File: src/rtl/u_exu_pipe.sv
// -----------------------------------------------------------------------------
// u_exu_pipe
// Execution unit for the RISC-V U-type instructions (LUI / AUIPC). An accepted
// instruction travels through STAGES register stages. The last of those stages
// is the result queue itself, so a result leaves exactly STAGES cycles after it
// is accepted when the queue is empty. Admission is credit based: a single
// occupancy counter covers everything in flight plus everything queued. in_rdy
// therefore never depends on out_rdy or in_vld in the same cycle.
//
// Ports
//   clk          clock, rising edge
//   rst_n        asynchronous active-low reset
//   in_vld/rdy   input handshake; in_rdy also drops during flush
//   in_op        0 = LUI, 1 = AUIPC
//   in_pc        PC of the offered instruction (PC_W bits, zero-extended)
//   in_rd        destination register index
//   in_imm       raw U-immediate bits [31:12]
//   flush        discards every in-flight and queued result
//   out_vld/rdy  output handshake on the queue head
//   out_rd       GPR write address
//   out_wdata    GPR write data (XLEN bits)
//   out_wen      GPR write enable; 0 for x0, but the result is still delivered
//   retired_cnt  wrapping count of consumed results; flush leaves it alone
// -----------------------------------------------------------------------------
module u_exu_pipe #(
    parameter int XLEN   = 32,
    parameter int PC_W   = 32,
    parameter int STAGES = 1,
    parameter int DEPTH  = 2
) (
    input  logic            clk,
    input  logic            rst_n,
    input  logic            in_vld,
    output logic            in_rdy,
    input  logic            in_op,
    input  logic [PC_W-1:0] in_pc,
    input  logic [4:0]      in_rd,
    input  logic [19:0]     in_imm,
    input  logic            flush,
    output logic            out_vld,
    input  logic            out_rdy,
    output logic [4:0]      out_rd,
    output logic [XLEN-1:0] out_wdata,
    output logic            out_wen,
    output logic [15:0]     retired_cnt
);

    localparam int PW = $clog2(DEPTH);
    localparam int OW = $clog2(DEPTH + 1);
    localparam logic [OW-1:0] DEPTH_C = OW'(DEPTH);

    // {imm, 12'b0} sign-extended from bit 31 up to XLEN.
    function automatic logic signed [XLEN-1:0] ext_uimm(input logic [19:0] imm);
        logic signed [XLEN-1:0] r;
        r = {XLEN{imm[19]}};
        r[31:0] = {imm, 12'h000};
        return r;
    endfunction

    logic                   acc;
    logic                   pop;
    logic                   up_q;
    logic [OW-1:0]          occ_q, occ_d;
    logic [OW-1:0]          cnt_q, cnt_d;
    logic [PW-1:0]          wr_ptr_q, wr_ptr_d;
    logic [PW-1:0]          rd_ptr_q, rd_ptr_d;
    logic [15:0]            ret_q, ret_d;

    logic [XLEN-1:0]        pc_ext;
    logic signed [XLEN-1:0] imm_ext;
    logic [XLEN-1:0]        res_d;
    logic                   wen_d;

    logic                   q_wr_vld;
    logic [4:0]             q_wr_rd;
    logic                   q_wr_wen;
    logic [XLEN-1:0]        q_wr_data;

    logic [4:0]             q_rd_mem   [DEPTH];
    logic                   q_wen_mem  [DEPTH];
    logic [XLEN-1:0]        q_data_mem [DEPTH];

    // up_q holds in_rdy low during reset and until the first edge after it.
    assign in_rdy = up_q && !flush && (occ_q < DEPTH_C);
    assign acc    = in_vld && in_rdy;
    assign out_vld = (cnt_q != '0);
    assign pop    = out_vld && out_rdy;

    // ---- stage p0: result computation (combinational, at accept) ----
    always_comb begin
        pc_ext = '0;
        pc_ext[PC_W-1:0] = in_pc;
        imm_ext = ext_uimm(in_imm);
        res_d = in_op ? (pc_ext + $unsigned(imm_ext)) : $unsigned(imm_ext);
        wen_d = (in_rd != 5'd0);
    end

    generate
        if (STAGES == 1) begin : g_direct
            assign q_wr_vld  = acc;
            assign q_wr_rd   = in_rd;
            assign q_wr_wen  = wen_d;
            assign q_wr_data = res_d;
        end else begin : g_pipe
            localparam int N = STAGES - 1;
            logic            vld_pn_q  [N];
            logic [4:0]      rd_pn_q   [N];
            logic            wen_pn_q  [N];
            logic [XLEN-1:0] data_pn_q [N];

            // ---- stages p1..p(STAGES-1): shift registers ahead of the queue ----
            always_ff @(posedge clk or negedge rst_n) begin
                if (!rst_n) begin
                    for (int i = 0; i < N; i++) vld_pn_q[i] <= 1'b0;
                end else if (flush) begin
                    for (int i = 0; i < N; i++) vld_pn_q[i] <= 1'b0;
                end else begin
                    vld_pn_q[0] <= acc;
                    for (int i = 1; i < N; i++) vld_pn_q[i] <= vld_pn_q[i-1];
                end
            end

            // Data registers carry no reset; their valid bits qualify them.
            always_ff @(posedge clk) begin
                rd_pn_q[0]   <= in_rd;
                wen_pn_q[0]  <= wen_d;
                data_pn_q[0] <= res_d;
                for (int i = 1; i < N; i++) begin
                    rd_pn_q[i]   <= rd_pn_q[i-1];
                    wen_pn_q[i]  <= wen_pn_q[i-1];
                    data_pn_q[i] <= data_pn_q[i-1];
                end
            end

            assign q_wr_vld  = vld_pn_q[N-1];
            assign q_wr_rd   = rd_pn_q[N-1];
            assign q_wr_wen  = wen_pn_q[N-1];
            assign q_wr_data = data_pn_q[N-1];
        end
    endgenerate

    // ---- final stage: result queue ----
    // Credits guarantee the queue is never written while full, so the head
    // slot is never overwritten and out_* stay stable while stalled.
    always_ff @(posedge clk) begin
        if (q_wr_vld && !flush) begin
            q_rd_mem[wr_ptr_q]   <= q_wr_rd;
            q_wen_mem[wr_ptr_q]  <= q_wr_wen;
            q_data_mem[wr_ptr_q] <= q_wr_data;
        end
    end

    assign out_rd      = q_rd_mem[rd_ptr_q];
    assign out_wen     = q_wen_mem[rd_ptr_q];
    assign out_wdata   = q_data_mem[rd_ptr_q];
    assign retired_cnt = ret_q;

    // A pop in the flush cycle still counts as retired.
    always_comb begin
        ret_d    = ret_q + 16'(pop);
        occ_d    = occ_q;
        cnt_d    = cnt_q;
        wr_ptr_d = wr_ptr_q;
        rd_ptr_d = rd_ptr_q;
        if (flush) begin
            occ_d    = '0;
            cnt_d    = '0;
            wr_ptr_d = '0;
            rd_ptr_d = '0;
        end else begin
            occ_d    = occ_q + OW'(acc) - OW'(pop);
            cnt_d    = cnt_q + OW'(q_wr_vld) - OW'(pop);
            wr_ptr_d = wr_ptr_q + PW'(q_wr_vld);
            rd_ptr_d = rd_ptr_q + PW'(pop);
        end
    end

    always_ff @(posedge clk or negedge rst_n) begin
        if (!rst_n) begin
            up_q     <= 1'b0;
            occ_q    <= '0;
            cnt_q    <= '0;
            wr_ptr_q <= '0;
            rd_ptr_q <= '0;
            ret_q    <= '0;
        end else begin
            up_q     <= 1'b1;
            occ_q    <= occ_d;
            cnt_q    <= cnt_d;
            wr_ptr_q <= wr_ptr_d;
            rd_ptr_q <= rd_ptr_d;
            ret_q    <= ret_d;
        end
    end

endmodule
File: config.mk
export PLATFORM = sky130hd
export DESIGN_NAME = u_exu_pipe
export DESIGN_NICKNAME = d
export VERILOG_FILES = /design/src/rtl/u_exu_pipe.sv
export SDC_FILE = /design/constraint.sdc
export NUM_CORES = 1
export LEC_CHECK = 0
export BUFFER_PORTS_ARGS = -buffer_cell sky130_fd_sc_hd__buf_4
export CAP_MARGIN = 20
export CORE_ASPECT_RATIO = 1.25
export CORE_UTILIZATION = 40
export DETAILED_ROUTE_END_ITERATION = 10
export PLACE_DENSITY = 0.72
export SLEW_MARGIN = 30
export SYNTH_ARGS = -nofsm -noshare
export SYNTH_HDL_FRONTEND = slang
export SYNTH_SLANG_ARGS = --single-unit
File: constraint.sdc
create_clock -name clk -period 4.5 [get_ports clk]
set_input_delay 0.225 -clock clk [delete_from_list [all_inputs] [get_ports clk]]
set_output_delay 0.225 -clock clk [all_outputs]
set_load 0.01 [all_outputs]
==> reports/results.txt, run 1 <==
Nets@finish -> 601
Max Freq -> 434.8 MHz
Crit path cell chain -> buf_4 > ha_1 > inv_1 > fa_1 > nor2b_1 > o31a_1 > o211ai_1 > a21boi_0 > o21a_1 > o221ai_1
Initial Util -> 0.4144
Total iterations of the first detailed-routing run -> 4
Final setup viols -> 0
Final Critical Period -> 2.300 ns
Iteration-0 DRC Markers -> 80
CTS buffer count -> 9
Final Hold Viols -> 0
Worst reg2reg startpoint -> occ_q[1]$_DFF_PN0_
WP data arrival -> 2.35 ns
Gpl congestion -> 0.9187
H-tree Lvls -> 3
Slew Limit Fails -> 0
Crit end category -> flip-flop
Final WL -> 10.53 mm
Post-Place Setup Slack -> 1.867 ns
Final worst hold slack -> 0.09016 ns
Antenna violations before repair -> 0
Hold path depth -> 1
Outcome -> finished clean
Yosys warnings -> 0
Vias per cell -> 5.091
Worst Path Max Fanout -> 4
Pin count of the biggest net entering global routing -> 40
Root buf cell -> clkbuf_16
Max clock buf depth -> 2
Die Width -> 102.6 um
CTS tree -> done
Power density over the cells -> 411.0 nW/um^2
Reg-to-Reg End -> q_rd_mem[0][0]$_DFFE_PP_
ANT cells -> 0
Most frequent cells in the layout -> buf_4, edfxtp_1, mux2_2
Worst Setup EP -> q_data_mem[0][30]$_DFFE_PP_
Ys flop type -> edfxtp_1
Number of global-route vias before repair -> 3,576
Max Cap Viol -> 0
First-pass GRT wire length -> 16.98 mm
EDFF count, synth -> 76
DRC -> 0
Synthesis-to-finish area growth -> 27.60%
Yosys reg bits -> 99
Async SR Flop Fraction -> 0.2323
Worst skew pair latency -> 0.34 ns
Mapped Cells -> 391
Worst reg2reg path depth -> 4
Worst min path class -> in -> reg
Slew HR -> 0.3851
DRT antenna net count -> 0
Final HPWL DP -> 7.712 mm
# IOs -> 119
Post-Synthesis Mean Instance Area -> 12.95 sq um
Largest cells by area after synthesis -> edfxtp_1, dfrtp_1, mux2_2, ha_1, xnor2_1
Leakage -> 0.002680 uW
Routed len/inst -> 15.46 um
Core area -> 12,220 sq um
R2R Setup Slk -> 2.37 ns
Crit-path slowest cell -> a21boi_0
Actual slew at the worst max-slew pin -> 0.9224 ns
Sum Neg Setup Slack -> 0 ns
Slowest stage delay, CP -> 0.55 ns
Clk sink count -> 99
Total number of vias -> 3,467
Setup CP Type -> in -> reg
Cell Area, Placed -> 6153 sq um
Reg clk slew, reported paths -> 0.06 ns
Post-Syn Area -> 5064 sq um
Sequential element share of the synthesized area -> 0.5644
Setup WS post-layout -> 2.200 ns
Post-synth top area share -> 0.4507
GRT overflow -> 0
Die height -> 127.8 um
Maximum vdd drop -> 0.0001639 V
CP Launch Point -> in_imm[0]
RSZ-0062 raised after global routing -> no
Post-Syn Nets -> 480
DIE AREA -> 13,120 sq um
Total track usage -> 0.1686
Final Cell Area -> 6461 sq um
Top cell type by total area after synthesis -> edfxtp_1
Row Count -> 45
Clk_skew -> 0.004511 ns
Post CTS Setup Buffer Count -> 0
Layout cells sized above 1 -> 0.3714
Netlist cell types -> 50
Filler cells -> 1,080
Req. time, crit path -> 4.55 ns
Final period utilization -> 0.5111
Commonest non-fill, non-tap cell in the layout -> buf_4
Crit path launch type -> primary input
PortBufs -> 118
-- worst min-delay path by stage --
stage | startpoint | to
4_1_cts | in_rd[2] | q_rd_mem[0][2]$_DFFE_PP_
3_3_place_gp | rst_n | retired_cnt[9]$_DFF_PN0_
5_1_grt | in_rd[3] | q_rd_mem[0][3]$_DFFE_PP_
6_report | in_rd[2] | q_rd_mem[0][2]$_DFFE_PP_
2_1_floorplan | rst_n | cnt_q[0]$_DFF_PN0_
3_5_place_dp | rst_n | retired_cnt[7]$_DFF_PN0_
-- power by group --
part	switching, uW	leakage, uW	internal, uW
logic	333	0.00154	419
registers	89.3	0.000999	1070
clock network	303	0.000145	439
-- routing by layer --
layer / GRT usage / part of all wire / vias up
met3: 0.02617 / 0.031 / 9
met4: 0.05798 / 0.014 / 0
met5: 0 / 0 / -
met1: 0.1942 / 0.41 / 1688
met2: 0.3106 / 0.54 / 76
li1: - / - / 1694
-- final cells by class --
class	count	area, sq um	share of cell area
clock buffers	15	289.0	0.04473
clock inverters	1	5.005	0.0007746
inverters	15	56.30	0.008714
multi-input cells	267	2123	0.3286
flip-flops and latches	99	2859	0.4425
well taps	164	205.2	0.03176
repair buffers	120	923.4	0.1429
-- metrics by stage --
stage / utilization / power [uW] / cells
6_report: 0.5288 / 2655 / 681
5_1_grt: 0.5288 / 2793 / 681
4_1_cts: 0.5285 / 2687 / 681
3_5_place_dp: 0.5036 / 1941 / 664
3_3_place_gp: 0.5014 / 1916 / 663
2_1_floorplan: - / 1610 / 391
-- synthesized netlist by cell type (10+ instances only) --
cell type and number:
edfxtp_1 76, nand2_1 24, inv_1 15, a21oi_1 10, o21ai_0 10, mux2_2 49, dfrtp_1 23, xor2_1 13
nor2_1 15, xnor2_1 18, and2_1 14, ha_1 25
-- registers in the layout, indices dropped and copies added (netlist names) --
register,cells
q_wen_mem,2
q_rd_mem,10
rd_ptr_q,1
wr_ptr_q,1
q_data_mem,64
occ_q,2
cnt_q,2
up_q,1
retired_cnt,16
-- critical path: cells and delay by family --
family	cells	cell delay, ns
buf+inv	2	0.15
compound gates	5	1.26
simple gates	1	0.17
fa+ha+maj	2	0.55
-- logic make-up (layout without fill, tap and decap cells) --
family          count (synthesis)  after routing  share of synthesized area
mux                            51             51                     0.1129
simple gates                   94             94                    0.09514
fa+ha+maj                      26             26                    0.06573
other cells                     1              1                  0.0007406
flops                          99             99                     0.5644
compound gates                 64             64                    0.08871
xor+xnor                       31             31                    0.05362
buf+inv                        25            151                    0.01878
-- timing repair --
action / 4_1_cts / 5_1_grt
resized for setup: 0 / 0
setup endpoints to repair: 0 / 0
endpoints found under the hold margin: 23 / 0
hold buffers: 1 / 0
Note: power is estimated with default switching activity, not from simulation.
==> inputs of run 2 (changes only) <==
--- a/config.mk
+++ b/config.mk
@@ -5,6 +5,7 @@
 export SDC_FILE = /design/constraint.sdc
 export NUM_CORES = 1
 export LEC_CHECK = 0
+export ABC_AREA = 1
 export BUFFER_PORTS_ARGS = -buffer_cell sky130_fd_sc_hd__buf_4
 export CAP_MARGIN = 20
 export CORE_ASPECT_RATIO = 1.25
==> constraint.sdc (replaced) <==
create_clock -name clk -period 2.2 [get_ports clk]
set_input_delay 0.11 -clock clk [delete_from_list [all_inputs] [get_ports clk]]
set_output_delay 0.11 -clock clk [all_outputs]
set_load 0.01 [all_outputs]
==> run 2 against run 1 <==
Against the previous run:
- clock power is 100% higher
- first-iteration DRC count is 100% higher
- final area is 5.4% higher
- register-to-register slack worse by 2.1 ns
- clock skew hardly changed
- sequential power is 100% higher
- worst setup slack worse by 2.0 ns
- routed wire length is 14% higher
- worst hold slack worse by 0.045 ns
- combinational power grew to 2.5 times the previous value
- flip-flop and latch count stayed put
==> reports/results.txt, run 2 <==
Outcome -> finished clean
Gpl congestion -> 0.9127
Reg clk slew, reported paths -> 0.07 ns
Final Critical Period -> 1.961 ns
Maximum vdd drop -> 0.0004806 V
Sequential element share of the synthesized area -> 0.5359
Antenna violations before repair -> 0
Setup WS post-layout -> 0.2388 ns
Iteration-0 DRC Markers -> 160
Origin of the worst min-delay path -> in_pc[6]
Slew HR -> 0.4260
Yosys reg bits -> 99
Vias per cell -> 4.766
Biggest register -> q_data_mem
H-tree Lvls -> 3
Yosys warnings -> 0
Core area -> 12,830 sq um
Netlist cell types -> 32
# IOs -> 119
Die Width -> 105.3 um
Cell with the most instances after synthesis -> nand2_1
EDFF count, synth -> 76
Mapped Cells -> 603
Die height -> 131.1 um
GRT overflow -> 0
Clk_skew -> 0.004420 ns
Post-Synthesis Mean Instance Area -> 8.843 sq um
DIE AREA -> 13,800 sq um
Leakage -> 0.003296 uW
Final Hold Viols -> 0
Layout cells sized above 1 -> 0.2122
Crit-path leading delay family -> simple AND/OR/NAND/NOR gates
CTS tree -> done
Max reg flops -> 64
Largest cells by area after synthesis -> edfxtp_1, nand2_1, dfrtp_1, ha_1, inv_1
Filler cells -> 1,136
Reg-to-Reg End -> retired_cnt[10]$_DFF_PN0_
Max Freq -> 509.9 MHz
Synthesis-to-finish area growth -> 27.76%
DRT antenna net count -> 0
Worst min path class -> in -> reg
Commonest non-fill, non-tap cell in the layout -> nand2_1
WHS Endpoint -> q_data_mem[0][6]$_DFFE_PP_
Max clock buf depth -> 2
Worst reg2reg startpoint -> cnt_q[1]$_DFF_PN0_
Total track usage -> 0.1813
Storage cell area -> 2858 sq um
WP data arrival -> 2.19 ns
Post-Syn Area -> 5333 sq um
Final WL -> 12.01 mm
Req. time, crit path -> 2.43 ns
Crit path launch type -> flip-flop
Root buf cell -> clkbuf_16
Pin count of the biggest net entering global routing -> 40
Slowest stage delay, CP -> 0.36 ns
First-pass GRT wire length -> 19.38 mm
Final period utilization -> 0.8915
Pwr Total -> 5714 uW
R2R Setup Slk -> 0.24 ns
Post-Place Setup Slack -> 0.2362 ns
Crit end category -> flip-flop
CTS buffer count -> 9
Max Cap Viol -> 0
Final HPWL DP -> 8.907 mm
ANT cells -> 0
Multi-input logic area -> 2190 sq um
Crit-path slowest cell -> dfrtp_1
Async SR Flop Fraction -> 0.2323
Worst reg2reg path depth -> 11
Nets@finish -> 819
DRC -> 0
Worst Path Max Fanout -> 4
PortBufs -> 118
Crit path cell chain -> or2_2 > nand2_1 > inv_1 > ha_1 > ha_1 > nand3_2 > nor3_4 > nand3_2 > nor2_2 > nand2_1 > xnor2_1
Initial Util -> 0.4155
Worst skew pair latency -> 0.35 ns
Clk sink count -> 99
Slew Limit Fails -> 0
Total number of vias -> 4,304
Post-synth top area share -> 0.4280
Final setup viols -> 0
Ys flop type -> edfxtp_1
Routed len/inst -> 13.30 um
Total iterations of the first detailed-routing run -> 4
Hold path depth -> 3
Actual slew at the worst max-slew pin -> 0.8600 ns
Top cell type by total area after synthesis -> edfxtp_1
RSZ-0062 raised after global routing -> no
Power density over the cells -> 838.7 nW/um^2
CP Buf/Inv Count -> 1
Most frequent cells in the layout -> nand2_1, buf_4, edfxtp_1
Number of global-route vias before repair -> 4,198
Row Count -> 46
Top cells by count, synth -> nand2_1, edfxtp_1, inv_1
Setup CP Type -> reg -> reg
Post-Syn Nets -> 692
## run 2: layer usage
| layer | routed length (um) | up-vias | GRT usage |
|---|---|---|---|
| li1 | - | 2183 | - |
| met1 | 5084 | 1959 | 0.2127 |
| met2 | 6006 | 137 | 0.3286 |
| met3 | 590 | 25 | 0.02570 |
| met4 | 325 | 0 | 0.08782 |
| met5 | 0 | - | 0 |
## run 2: cells by family (layout without fill, tap and decap cells)
group / Yosys count / after routing / share of synthesized area
DFF: 99 / 99 / 0.5359
AOI/OAI and AO/OA: 31 / 31 / 0.03003
and+or+nand+nor: 341 / 341 / 0.2719
adders and majority gates: 26 / 26 / 0.06241
other: 1 / 1 / 0.0007032
buffers and inverters: 79 / 211 / 0.05631
xor gates and xnor gates: 26 / 26 / 0.04270
## run 2: worst register-to-register path: cells and delay by family, from the launching register on
kind                     cells  cell delay [ns]
buffers and inverters        1             0.11
AND/OR/NAND/NOR              7             0.82
adder cells (fa/ha/maj)      2             0.43
flip-flops                   1             0.36
XOR/XNOR                     1             0.13
## run 2: layout make-up
type,count,share of cell area
Sequential cell,99,0.4195
Multi-Input combinational cell,425,0.3214
Clock inverter,7,0.008632
Inverter,66,0.03636
Tap cell,168,0.03085
Clock buffer,9,0.03306
Timing Repair Buffer,129,0.1502
## run 2: timing repair
| action | 4_1_cts | 5_1_grt |
|---|---|---|
| buffers inserted | 0 | 0 |
| gates resized for setup | 0 | 0 |
| endpoints found under the setup margin | 0 | 0 |
| endpoints found under the hold margin | 39 | 0 |
| hold buffers | 7 | 0 |
## run 2: worst max path at each step
| stage | cells after the start | end | from |
|---|---|---|---|
| 6_report | 11 | retired_cnt[10]$_DFF_PN0_ | cnt_q[1]$_DFF_PN0_ |
| 5_1_grt | 11 | retired_cnt[12]$_DFF_PN0_ | cnt_q[1]$_DFF_PN0_ |
| 4_1_cts | 11 | retired_cnt[10]$_DFF_PN0_ | cnt_q[1]$_DFF_PN0_ |
| 3_5_place_dp | 11 | retired_cnt[12]$_DFF_PN0_ | cnt_q[1]$_DFF_PN0_ |
| 3_3_place_gp | 14 | q_data_mem[0][28]$_DFFE_PP_ | in_imm[0] |
| 2_1_floorplan | 3 | q_data_mem[1][0]$_DFFE_PP_ | occ_q[1]$_DFF_PN0_ |
## run 2: report_power, final
group | internal (uW) | leakage, uW | switching [uW]
Clock | 784 | 0.000138 | 708
Sequential | 2210 | 0.000979 | 129
Combinational | 818 | 0.00218 | 1070
## run 2: through the flow
step                      hold slack [ns]  TNS, ns    util  area [sq um]  cells
final                             0.04564        0  0.5308          6813    903
after global routing              0.04022        0  0.5308          6813    903
after CTS                         0.02823        0  0.5308          6813    903
after detailed placement          0.02319        0  0.5032          6459    880
after global placement            0.01998        0  0.5032          6459    880
after floorplan                   -0.1856   -15.06       -          5338    603
==> inputs of run 3 (changes only) <==
--- a/config.mk
+++ b/config.mk
@@ -5,7 +5,6 @@
 export SDC_FILE = /design/constraint.sdc
 export NUM_CORES = 1
 export LEC_CHECK = 0
-export ABC_AREA = 1
 export BUFFER_PORTS_ARGS = -buffer_cell sky130_fd_sc_hd__buf_4
 export CAP_MARGIN = 20
 export CORE_ASPECT_RATIO = 1.25
==> run 3 against run 2 <==
Against the previous run:
- total power decreased by 2.6%
- sequential power about the same
- register-to-register slack got worse by 0.09 ns
- largest cell class unchanged
==> reports/results.txt, run 3 (synthesized netlist as in run 1, its figures left out) <==
Outcome -> finished clean
Die height -> 127.8 um
ANT cells -> 0
Final std cells w/o fill -> 717
H-tree Lvls -> 3
Clk sink count -> 99
Antenna violations before repair -> 0
Row Count -> 45
Worst Path Max Fanout -> 4
Post-Place Setup Slack -> -0.2278 ns
Number of global-route vias before repair -> 3,757
Total track usage -> 0.1736
Worst min path class -> in -> reg
WP data arrival -> 2.26 ns
Die Width -> 102.6 um
Routed len/inst -> 15.15 um
Biggest register -> q_data_mem
Setup CP Type -> reg -> reg
Reg clk slew, reported paths -> 0.06 ns
Layout cells sized above 1 -> 0.4105
Gpl congestion -> 0.9007
Final period utilization -> 0.9320
Commonest non-fill, non-tap cell in the layout -> buf_4
Root buf cell -> clkbuf_16
First-pass GRT wire length -> 17.28 mm
Max clock buf depth -> 2
Iteration-0 DRC Markers -> 85
Pin count of the biggest net entering global routing -> 35
Total number of vias -> 3,662
Slew Limit Fails -> 0
PortBufs -> 118
Core area -> 12,220 sq um
# IOs -> 119
Power density over the cells -> 824.2 nW/um^2
DP Cell Count -> 694
Crit end category -> flip-flop
Max reg flops -> 64
Final WL -> 10.87 mm
Maximum vdd drop -> 0.0004686 V
DRC -> 0
Nets@finish -> 637
Req. time, crit path -> 2.41 ns
Setup WS post-layout -> 0.1497 ns
GRT overflow -> 0
Total iterations of the first detailed-routing run -> 4
CTS tree -> done
DIE AREA -> 13,120 sq um
Crit path launch type -> flip-flop
CTS buffer count -> 9
Final Critical Period -> 2.050 ns
Initial Util -> 0.4144
Final setup viols -> 0
Clk_skew -> 0.007659 ns
Max Freq -> 487.7 MHz
Final HPWL DP -> 8.009 mm
Leakage -> 0.002864 uW
Synthesis-to-finish area growth -> 33.41%
RSZ-0062 raised after global routing -> no
Most frequent cells in the layout -> buf_4, edfxtp_1, mux2_2
Cell Area, Placed -> 6384 sq um
Final worst hold slack -> 0.08381 ns
Vias per cell -> 5.107
Max Cap Viol -> 0
Final Cell Area -> 6755 sq um
Final Hold Viols -> 0
DRT antenna net count -> 0
Worst skew pair latency -> 0.34 ns
run 3: cell types whose count changed in the layout (fill, tap and decap cells not counted), sizes merged, moves of 7 or more:
| cell | previous run | this run |
|---|---|---|
| nand2 | 256 | 24 |
| a21o | 0 | 9 |
| nand3 | 34 | 9 |
| buf | 122 | 149 |
| mux2 | 0 | 49 |
| inv | 69 | 16 |
| nor2 | 30 | 15 |
| a21oi | 17 | 10 |
| and2 | 4 | 14 |
run 3: worst max-delay path, stage by stage (launching register included):
cell and delay, ns:
dfrtp_1 0.39, or2_2 0.32, and2_2 0.24, ha_1 0.20
ha_1 0.20, nand3_1 0.14, nor2_1 0.08, nand4_1 0.15
nor2_1 0.08, xor2_1 0.14
run 3: final timing paths:
kind	start	endpoint	slack (ns)	depth (start not counted)
max	cnt_q[1]$_DFF_PN0_	retired_cnt[12]$_DFF_PN0_	0.15	9
min	in_pc[6]	q_data_mem[0][6]$_DFFE_PP_	0.08	2
max reg2reg	cnt_q[1]$_DFF_PN0_	retired_cnt[12]$_DFF_PN0_	0.15	9
min reg2reg	retired_cnt[15]$_DFF_PN0_	retired_cnt[15]$_DFF_PN0_	0.47	1
max in group asynchronous	rst_n	rd_ptr_q$_DFF_PN0_	1.76	2
min in group asynchronous	rst_n	retired_cnt[4]$_DFF_PN0_	0.20	2
run 3: power breakdown:
part           internal [uW]  switching [uW]
clock network            919             636
logic                    931             773
registers               2190             114
total                   4040            1520
run 3: cell type report:
class | count | area [sq um]
Clock inverter | 5 | 51.30
Sequential cell | 99 | 2859
Clock buffer | 11 | 246.5
Inverter | 15 | 56.30
Timing Repair Buffer | 156 | 1214
Tap cell | 164 | 205.2
Fill cell | 1033 | 5463
Multi-Input combinational cell | 267 | 2123
run 3: what timing repair did:
item	CTS	global route
hold buffers	7	0
endpoints found under the setup margin	0	7
resized for setup	0	3
endpoints found under the hold margin	39	0
setup buffers	0	0
run 3: stage by stage:
| step | setup TNS, ns | power, uW | util |
|---|---|---|---|
| 6_report | 0 | 5568 | 0.5529 |
| 5_1_grt | 0 | 5853 | 0.5529 |
| 4_1_cts | 0 | 5638 | 0.5526 |
| 3_5_place_dp | -2.113 | 4055 | 0.5225 |
| 3_3_place_gp | -1.018 | 4009 | 0.5225 |
| 2_1_floorplan | 0 | 3292 | - |
run 3: metal layers:
metal  part of all wire  up-vias  global-route usage
li1                   -     1766                   -
met4              0.017        0             0.06891
met2               0.54       91              0.3255
met3              0.032       12             0.02781
met5                  0        -                   0
met1               0.41     1793              0.1905
